--- config.mk ---
export PLATFORM = sky130hd
export DESIGN_NAME = request_encoder
export DESIGN_NICKNAME = d
export VERILOG_FILES = /design/src/rtl/request_encoder.sv
export SDC_FILE = /design/constraint.sdc
export NUM_CORES = 1
export LEC_CHECK = 0
export CAP_MARGIN = 25
export CORE_MARGIN = 2
export CORE_UTILIZATION = 43
export DETAILED_ROUTE_END_ITERATION = 6
export HOLD_SLACK_MARGIN = 0.12
export PLACE_DENSITY = 0.73
export SYNTH_ARGS = -nofsm -noshare
export SYNTH_HDL_FRONTEND = slang
export SYNTH_SLANG_ARGS = --single-unit
--- constraint.sdc ---
create_clock -name clk -period 3.3 [get_ports clk]
set_input_delay 0.495 -clock clk [delete_from_list [all_inputs] [get_ports clk]]
set_output_delay 0.495 -clock clk [all_outputs]
set_load 0.05 [all_outputs]
--- src/rtl/request_encoder.sv ---
// request_encoder
//   Collects four single-bit request strobes into a pending register and
//   serialises them as 2-bit index codes over a valid/ready handshake.
//   Pending requests are served round-robin starting at ptr. A request that
//   arrives while its index is already pending (and not leaving this cycle)
//   is counted in a saturating drop counter.
//
// Ports
//   clk, rst_n         clock, asynchronous active-low reset
//   clear              synchronous clear of all state, highest priority
//   req_00..req_11     request strobes, level-sampled; index = suffix
//   code_out           index being offered (registered)
//   code_valid         code_out is valid (registered)
//   code_ready         consumer accepts code_out when code_valid=1
//   pending            latched, not-yet-issued requests, bit i = index i
//   busy               code_valid | (|pending)
//   drop_count         saturating count of redundant requests
module request_encoder #(
  parameter int DROP_CNT_W = 8
) (
  input  logic                  clk,
  input  logic                  rst_n,
  input  logic                  clear,
  input  logic                  req_00,
  input  logic                  req_01,
  input  logic                  req_10,
  input  logic                  req_11,
  output logic [1:0]            code_out,
  output logic                  code_valid,
  input  logic                  code_ready,
  output logic [3:0]            pending,
  output logic                  busy,
  output logic [DROP_CNT_W-1:0] drop_count
);

  localparam int NUM_LANES = 4;
  localparam logic [DROP_CNT_W+2:0] DROP_MAX = {3'b000, {DROP_CNT_W{1'b1}}};

  logic [NUM_LANES-1:0] req;
  logic [NUM_LANES-1:0] issue;
  logic [NUM_LANES-1:0] drop;
  logic [1:0]           ptr;
  logic                 slot_free;
  logic                 sel_found;
  logic [1:0]           sel_idx;
  logic [1:0]           probe;
  logic [2:0]           n_drop;
  logic [DROP_CNT_W+2:0] drop_sum;
  logic [DROP_CNT_W-1:0] drop_nxt;

  assign req       = {req_11, req_10, req_01, req_00};
  assign slot_free = !code_valid || code_ready;
  assign busy      = code_valid || (|pending);

  // Round-robin search from ptr. Walking offsets high-to-low lets the
  // smallest offset (closest to ptr) overwrite and win.
  always_comb begin
    sel_found = 1'b0;
    sel_idx   = ptr;
    probe     = ptr;
    for (int i = NUM_LANES - 1; i >= 0; i--) begin
      probe = ptr + 2'(i);
      if (pending[probe]) begin
        sel_found = 1'b1;
        sel_idx   = probe;
      end
    end
  end

  assign issue = (slot_free && sel_found) ? (NUM_LANES'(1) << sel_idx) : '0;

  // Per-lane pending bit. Selection looks at the pre-request pending value,
  // so a lane being issued this cycle can re-arm from its request without
  // counting a drop.
  for (genvar g = 0; g < NUM_LANES; g++) begin : g_lane
    assign drop[g] = req[g] && pending[g] && !issue[g];

    always_ff @(posedge clk or negedge rst_n) begin
      if (!rst_n)     pending[g] <= 1'b0;
      else if (clear) pending[g] <= 1'b0;
      else            pending[g] <= (pending[g] && !issue[g]) || req[g];
    end
  end

  // Up to four drops per cycle, added with saturation.
  always_comb begin
    n_drop = 3'd0;
    for (int i = 0; i < NUM_LANES; i++) n_drop = n_drop + {2'b00, drop[i]};
    drop_sum = {3'b000, drop_count} + {{DROP_CNT_W{1'b0}}, n_drop};
    drop_nxt = (drop_sum > DROP_MAX) ? {DROP_CNT_W{1'b1}} : drop_sum[DROP_CNT_W-1:0];
  end

  always_ff @(posedge clk or negedge rst_n) begin
    if (!rst_n) begin
      code_out   <= 2'b00;
      code_valid <= 1'b0;
      ptr        <= 2'b00;
      drop_count <= '0;
    end else if (clear) begin
      code_valid <= 1'b0;
      ptr        <= 2'b00;
      drop_count <= '0;
    end else begin
      if (slot_free) begin
        if (sel_found) begin
          code_out   <= sel_idx;
          code_valid <= 1'b1;
          ptr        <= sel_idx + 2'd1;
        end else begin
          code_valid <= 1'b0;
        end
      end
      drop_count <= drop_nxt;
    end
  end

endmodule

==> results of run 1 <==
==> layer usage <==
layer | wire, µm | up-vias
met3 | 85 | 5
li1 | - | 428
met5 | 0 | -
met4 | 38 | 0
met2 | 1251 | 22
met1 | 964 | 417
==> repair_timing <==
item,in CTS,in global routing
buffers inserted,0,4
gates resized for setup,2,16
pin swaps,1,10
setup endpoints to repair,6,8
==> Yosys cell counts, types with 2 or more instances <==
cell type	number	area (µm²)
a211oi_1	2	15.01
a21boi_0	4	30.03
a21oi_1	9	45.04
a31oi_1	2	12.51
and3_1	2	12.51
dfrtp_1	17	425.4
fa_1	3	60.06
ha_1	5	62.56
inv_1	5	18.77
mux2_4	2	30.03
nand2_1	7	26.28
nand2b_1	3	18.77
nor2_1	18	67.56
nor2b_1	3	18.77
nor3_1	4	20.02
o21ai_0	4	20.02
xor2_1	2	17.52
==> flip-flops by register name, indices dropped and copies added (netlist names) <==
name        flops
code_out        2
code_valid      1
drop_count      8
ptr             2
pending         4
==> critical path, delay by kind of cell, from the launching register on <==
kind | cells | cell delay [ns]
AND/OR/NAND/NOR | 6 | 0.82
AO/OA/AOI/OAI | 3 | 0.37
adder cells (fa/ha/maj) | 4 | 1.23
flip-flops | 1 | 0.45
buffers and inverters | 2 | 0.17
==> power breakdown <==
| group | switching (µW) | internal, µW |
|---|---|---|
| logic | 202 | 160 |
| clock network | 60.3 | 47.0 |
| registers | 29.9 | 239 |
==> per-stage QoR <==
step	std cells	setup WS [ns]	hold slack (ns)	power [µW]	cell area, µm²
2_1_floorplan	104	0.009551	0.1994	478.3	1028
3_3_place_gp	162	0.06929	0.4920	596.6	1350
3_5_place_dp	162	-0.05977	0.4987	601.2	1350
4_1_cts	166	0.005824	0.5203	715.4	1376
5_1_grt	170	-0.03522	0.5315	789.2	1458
6_report	170	0.1330	0.5168	738.7	1458
==> worst max path at each step <==
stage | cells after the start | to | slack, ns | startpoint
detailed placement | 14 | drop_count[6] | -0.06 | pending[2]
global placement | 12 | drop_count[6] | 0.07 | code_ready
floorplan | 15 | drop_count[6] | 0.01 | pending[2]
CTS | 14 | drop_count[6] | 0.006 | pending[2]
global route | 15 | drop_count[7] | -0.04 | ptr[1]
finish | 15 | drop_count[6] | 0.13 | ptr[1]
==> layout make-up <==
| cell class | count | area [µm²] | share of cell area, % |
|---|---|---|---|
| clock buffer | 4 | 26.28 | 1.803 |
| inverter | 6 | 22.52 | 1.545 |
| multi-input combinational | 80 | 618.1 | 42.40 |
| sequential | 17 | 431.7 | 29.61 |
| tap | 28 | 35.03 | 2.403 |
| timing repair buffer | 35 | 324.1 | 22.23 |
==> kinds of logic after synthesis <==
logic type,count (synthesis),synth area share (%)
and+or+nand+nor,44,23.54
AOI/OAI and AO/OA,23,13.88
muxes,3,3.965
buffers and inverters,7,2.602
adders and majority gates,8,12.14
DFF,17,42.13
xor gates and xnor gates,2,1.735
==> layout by cell type, fill, tap and decap left out, types with 2 or more instances in the layout <==
cell,instances
clkdlybuf4s50_1,23
nor2_1,17
dfrtp_1,12
buf_4,11
a21oi_1,7
inv_1,5
nand2_1,5
dfrtp_2,5
nor3_1,4
nor2b_1,3
nand2b_1,3
ha_1,3
clkbuf_4,3
a21oi_2,2
o21ai_1,2
a21boi_0,2
a21boi_2,2
nand2_2,2
and3_1,2
o21ai_0,2
xor2_1,2
a31oi_1,2
mux2_4,2
a211oi_1,2
fa_2,2
ha_2,2
==> flow_summary.json, run 1 <==
{
  "vias": 872,
  "core_area_mm2": 0.002212,
  "cpMaxStageDelayCell": "fa_1",
  "place.gp.congestion": 0.8511,
  "grt_max_degree": 18,
  "synthesis.area_mm2": 0.001010,
  "synthArstFlopShare_pct": 100.0,
  "start_util_pct": 45.64,
  "syn_inst": 104,
  "dieArea_mm2": 0.002752,
  "numCtsBuffers": 3,
  "ys_warn_count": 0,
  "cp-start-kind": "flip-flop",
  "crit_required_ns": 3.45,
  "met3_usage_pct": 2.571,
  "fin_skew_ns": 0.002721,
  "tns_ns": 0,
  "final_util_pct": 65.89,
  "grt-busiest-layer": "met2",
  "r2r_slack_ns": 0.13,
  "critPathKind": "reg2reg",
  "slew_violations": 0,
  "hold_depth": 1,
  "grtUsageMet2_pct": 33.13,
  "first_global_vias": 859,
  "r2r-end": "drop_count[6]",
  "avgSynthCellArea_um2": 9.709,
  "grt.total_usage_pct": 18.89,
  "status": "complete, no violations",
  "post-route-min-period_ns": 3.167,
  "cts_max_path_buffers": 2,
  "holdBufCountCts": 0,
  "r2r-start": "ptr[1]",
  "finish.net_count": 159,
  "tightest_slew_ns": 0.7739,
  "yosysSeqAreaShare_pct": 42.13,
  "power.leakage_uw": 0.0006337,
  "finalHoldViolCount": 0,
  "grt_pass1_wl_mm": 3.732,
  "wl_per_cell_um": 13.76,
  "synth_nets": 120,
  "cts_root_buf": "clkbuf_4",
  "power_density_mw_per_mm2": 506.8,
  "hp-class": "reg2reg",
  "finalSetupViolCount": 0,
  "areaGrowthSynthToFinish_pct": 44.36,
  "critical_path.max_fanout": 5,
  "cap_violations": 0,
  "cp_cell_sequence": "nor3b_4 -> a21oi_2 -> a2bb2oi_2 -> inv_1 -> ha_2 -> a21boi_2 -> nand2_1 -> fa_1 -> fa_2 -> inv_1 -> fa_2 -> nand2_2 -> nor2_4 -> and4b_1 -> nor3_1",
  "num_antenna_cells": 0,
  "grt.met1_usage_pct": 23.08,
  "gr-total-overflow": 0,
  "vias_per_cell": 5.129,
  "fmax_mhz": 315.8,
  "slowest_delay_ns": 0.46,
  "cts.htree.levels": 1,
  "drtAntennaViolNets": 0,
  "dieWidth_um": 52.46,
  "postRouteWirelength_mm": 2.340,
  "first_pass_iters": 4,
  "ir_worst_vdd_mv": 0.3290,
  "cts_sinks": 17,
  "drive_gt1_share_pct": 28.17,
  "ys_types": 29,
  "reg2reg_depth": 15,
  "synth-seq-cells": 17,
  "io_buffers": 23,
  "synth-edff-count": 0,
  "crit_path_end_kind": "flip-flop",
  "hold_start": "code_out[1]",
  "clk_latency_ns": 0.28,
  "min_to": "code_out[1]",
  "cts_tree": "done",
  "relSlewSlack_pct": 48.25,
  "ios": 24,
  "cts.clk_slew.worst_paths_ns": 0.09,
  "synthFlopType": "dfrtp_1",
  "crit_arrival_ns": 3.31,
  "die_h_um": 52.46,
  "rows": 17,
  "timing.final.crit_share_pct": 95.97,
  "fillCellCount": 190,
  "post-route-drc-count": 0,
  "drtIter0Drc": 11,
  "antenna_found_initial": 0,
  "dp_hpwl_mm": 1.691
}
Power figures use the tool's default switching activity.
==> run 2: changes to the inputs <==
--- a/config.mk
+++ b/config.mk
@@ -6,11 +6,13 @@
 export NUM_CORES = 1
 export LEC_CHECK = 0
 export CAP_MARGIN = 25
+export CELL_PAD_IN_SITES_DETAIL_PLACEMENT = 1
+export CELL_PAD_IN_SITES_GLOBAL_PLACEMENT = 1
 export CORE_MARGIN = 2
-export CORE_UTILIZATION = 43
+export CORE_UTILIZATION = 33
 export DETAILED_ROUTE_END_ITERATION = 6
 export HOLD_SLACK_MARGIN = 0.12
-export PLACE_DENSITY = 0.73
+export PLACE_DENSITY = 0.74
 export SYNTH_ARGS = -nofsm -noshare
 export SYNTH_HDL_FRONTEND = slang
 export SYNTH_SLANG_ARGS = --single-unit
==> run 2 against run 1 <==
  * Sequential cell count stayed put
  * Clock-buffer cell count stayed put
  * Power is 4.7% higher
  * Global-route usage is 0.090 points higher
  * Critical path depth stayed put
  * Register-to-register slack worse by 0.06 ns
  * Final cell count is 5.9% higher
  * Largest cell class unchanged
==> flow_summary.json, run 2 (synthesis gave the netlist of run 1 again) <==
{
  "cts.clk_slew.worst_paths_ns": 0.10,
  "timing.final.crit_share_pct": 97.75,
  "grt_pass1_wl_mm": 4.892,
  "areaGrowthSynthToFinish_pct": 50.56,
  "final_cell_mix": "clkdlybuf4s50_1, nor2_1, buf_4, dfrtp_1, a21oi_1",
  "cts_root_buf": "clkbuf_4",
  "finalPower_uw": 773.2,
  "crit_arrival_ns": 3.43,
  "start_util_pct": 33.91,
  "holdWs_ns": 0.5309,
  "first_global_vias": 1038,
  "drtAntennaViolNets": 0,
  "largest-register": "drop_count",
  "finalHoldViolCount": 0,
  "ios": 24,
  "vias": 910,
  "crit_path_end_kind": "flip-flop",
  "rows": 20,
  "place.gp.congestion": 0.7585,
  "grt_max_degree": 18,
  "drtIter0Drc": 26,
  "cp-start-kind": "flip-flop",
  "reg_top3": "drop_count x8, pending x4",
  "critPathKind": "reg2reg",
  "rsz0062_at_grt": "true",
  "largest_reg_flops": 8,
  "cap_violations": 0,
  "status": "complete, no violations",
  "finish.net_count": 164,
  "final_util_pct": 51.05,
  "antenna_found_initial": 0,
  "critical_path.max_fanout": 5,
  "cts_sinks": 17,
  "fin_skew_ns": 0.001678,
  "ir_worst_vdd_mv": 0.2057,
  "num_antenna_cells": 0,
  "slew_violations": 0,
  "cts_tree": "done",
  "wl_per_cell_um": 16.14,
  "finalSetupViolCount": 0,
  "holdBufCountCts": 0,
  "fmax_mhz": 310.0,
  "gr-total-overflow": 0,
  "die_h_um": 59.32,
  "final_common_cell": "clkdlybuf4s50_1",
  "postRouteWirelength_mm": 2.905,
  "relSlewSlack_pct": 46.53,
  "grt.total_usage_pct": 18.98,
  "crit_required_ns": 3.51,
  "drive_gt1_share_pct": 33.33,
  "post-route-min-period_ns": 3.226,
  "clk_latency_ns": 0.29,
  "post-route-drc-count": 0,
  "core_area_mm2": 0.002978,
  "cts_max_path_buffers": 2,
  "vias_per_cell": 5.056,
  "power.leakage_uw": 0.0006768,
  "cts.htree.levels": 1,
  "hp-class": "reg2reg",
  "io_buffers": 23,
  "dp_hpwl_mm": 2.135,
  "tightest_slew_ns": 0.7995,
  "numCtsBuffers": 3,
  "dieWidth_um": 59.32,
  "power_density_mw_per_mm2": 508.6,
  "first_pass_iters": 3,
  "dieArea_mm2": 0.003518
}
run 2: per-layer routing:
layer  vias up  track usage, %  routed length, µm
met4         0           5.844                 20
met3         2           1.965                 78
met5         -               0                  0
met2        19           36.73               1643
li1        441               -                  -
met1       448           21.36               1162
run 2: area by class of cell:
class,instances,area (µm²)
timing repair buffer,40,361.6
fill,353,1458
tap,33,41.29
clock buffer,4,26.28
inverter,6,22.52
multi-input combinational,80,636.9
sequential,17,431.7
run 2: what timing repair did:
item	in CTS	in global routing
pin swaps	4	7
cloned	0	0
buffers inserted	5	4
setup endpoints to repair	7	7
resized for setup	12	11
run 2: power by group:
group / leakage [µW] / switching, µW / internal (µW)
clock network: 0.0000150 / 69.8 / 47.0
registers: 0.000217 / 30.0 / 239
logic: 0.000445 / 215 / 172
run 2: stage by stage:
step | setup TNS (ns) | worst slack [ns] | area [µm²] | std cells
2_1_floorplan | 0 | 0.009551 | 1028 | 104
3_3_place_gp | 0 | 0.05268 | 1356 | 167
3_5_place_dp | -0.4576 | -0.1256 | 1356 | 167
4_1_cts | 0 | 0.03516 | 1453 | 176
5_1_grt | -0.3835 | -0.1068 | 1520 | 180
6_report | 0 | 0.07414 | 1520 | 180
run 2: worst paths after layout:
check | from | end | slack [ns] | cells after the start
setup / recovery | pending[1] | drop_count[6] | 0.07 | 15
hold / removal | code_out[0] | code_out[0] | 0.53 | 1
setup reg to reg | pending[1] | drop_count[6] | 0.07 | 15
hold reg to reg | code_out[0] | code_out[0] | 0.53 | 1
max in group asynchronous | rst_n | ptr[1] | 2.10 | 1
min in group asynchronous | rst_n | drop_count[0] | 0.66 | 1
run 2: worst max-delay path, stage by stage, from the launching register on:
cell       delay (ns)
dfrtp_2          0.47
nor3b_4          0.25
a21oi_2          0.06
a2bb2oi_2        0.18
inv_1            0.08
ha_2             0.18
a21boi_2         0.17
nand2_2          0.08
fa_1             0.52
fa_2             0.21
inv_2            0.04
fa_2             0.38
nand2_4          0.10
nor2_4           0.05
and4b_1          0.17
nor3_1           0.18
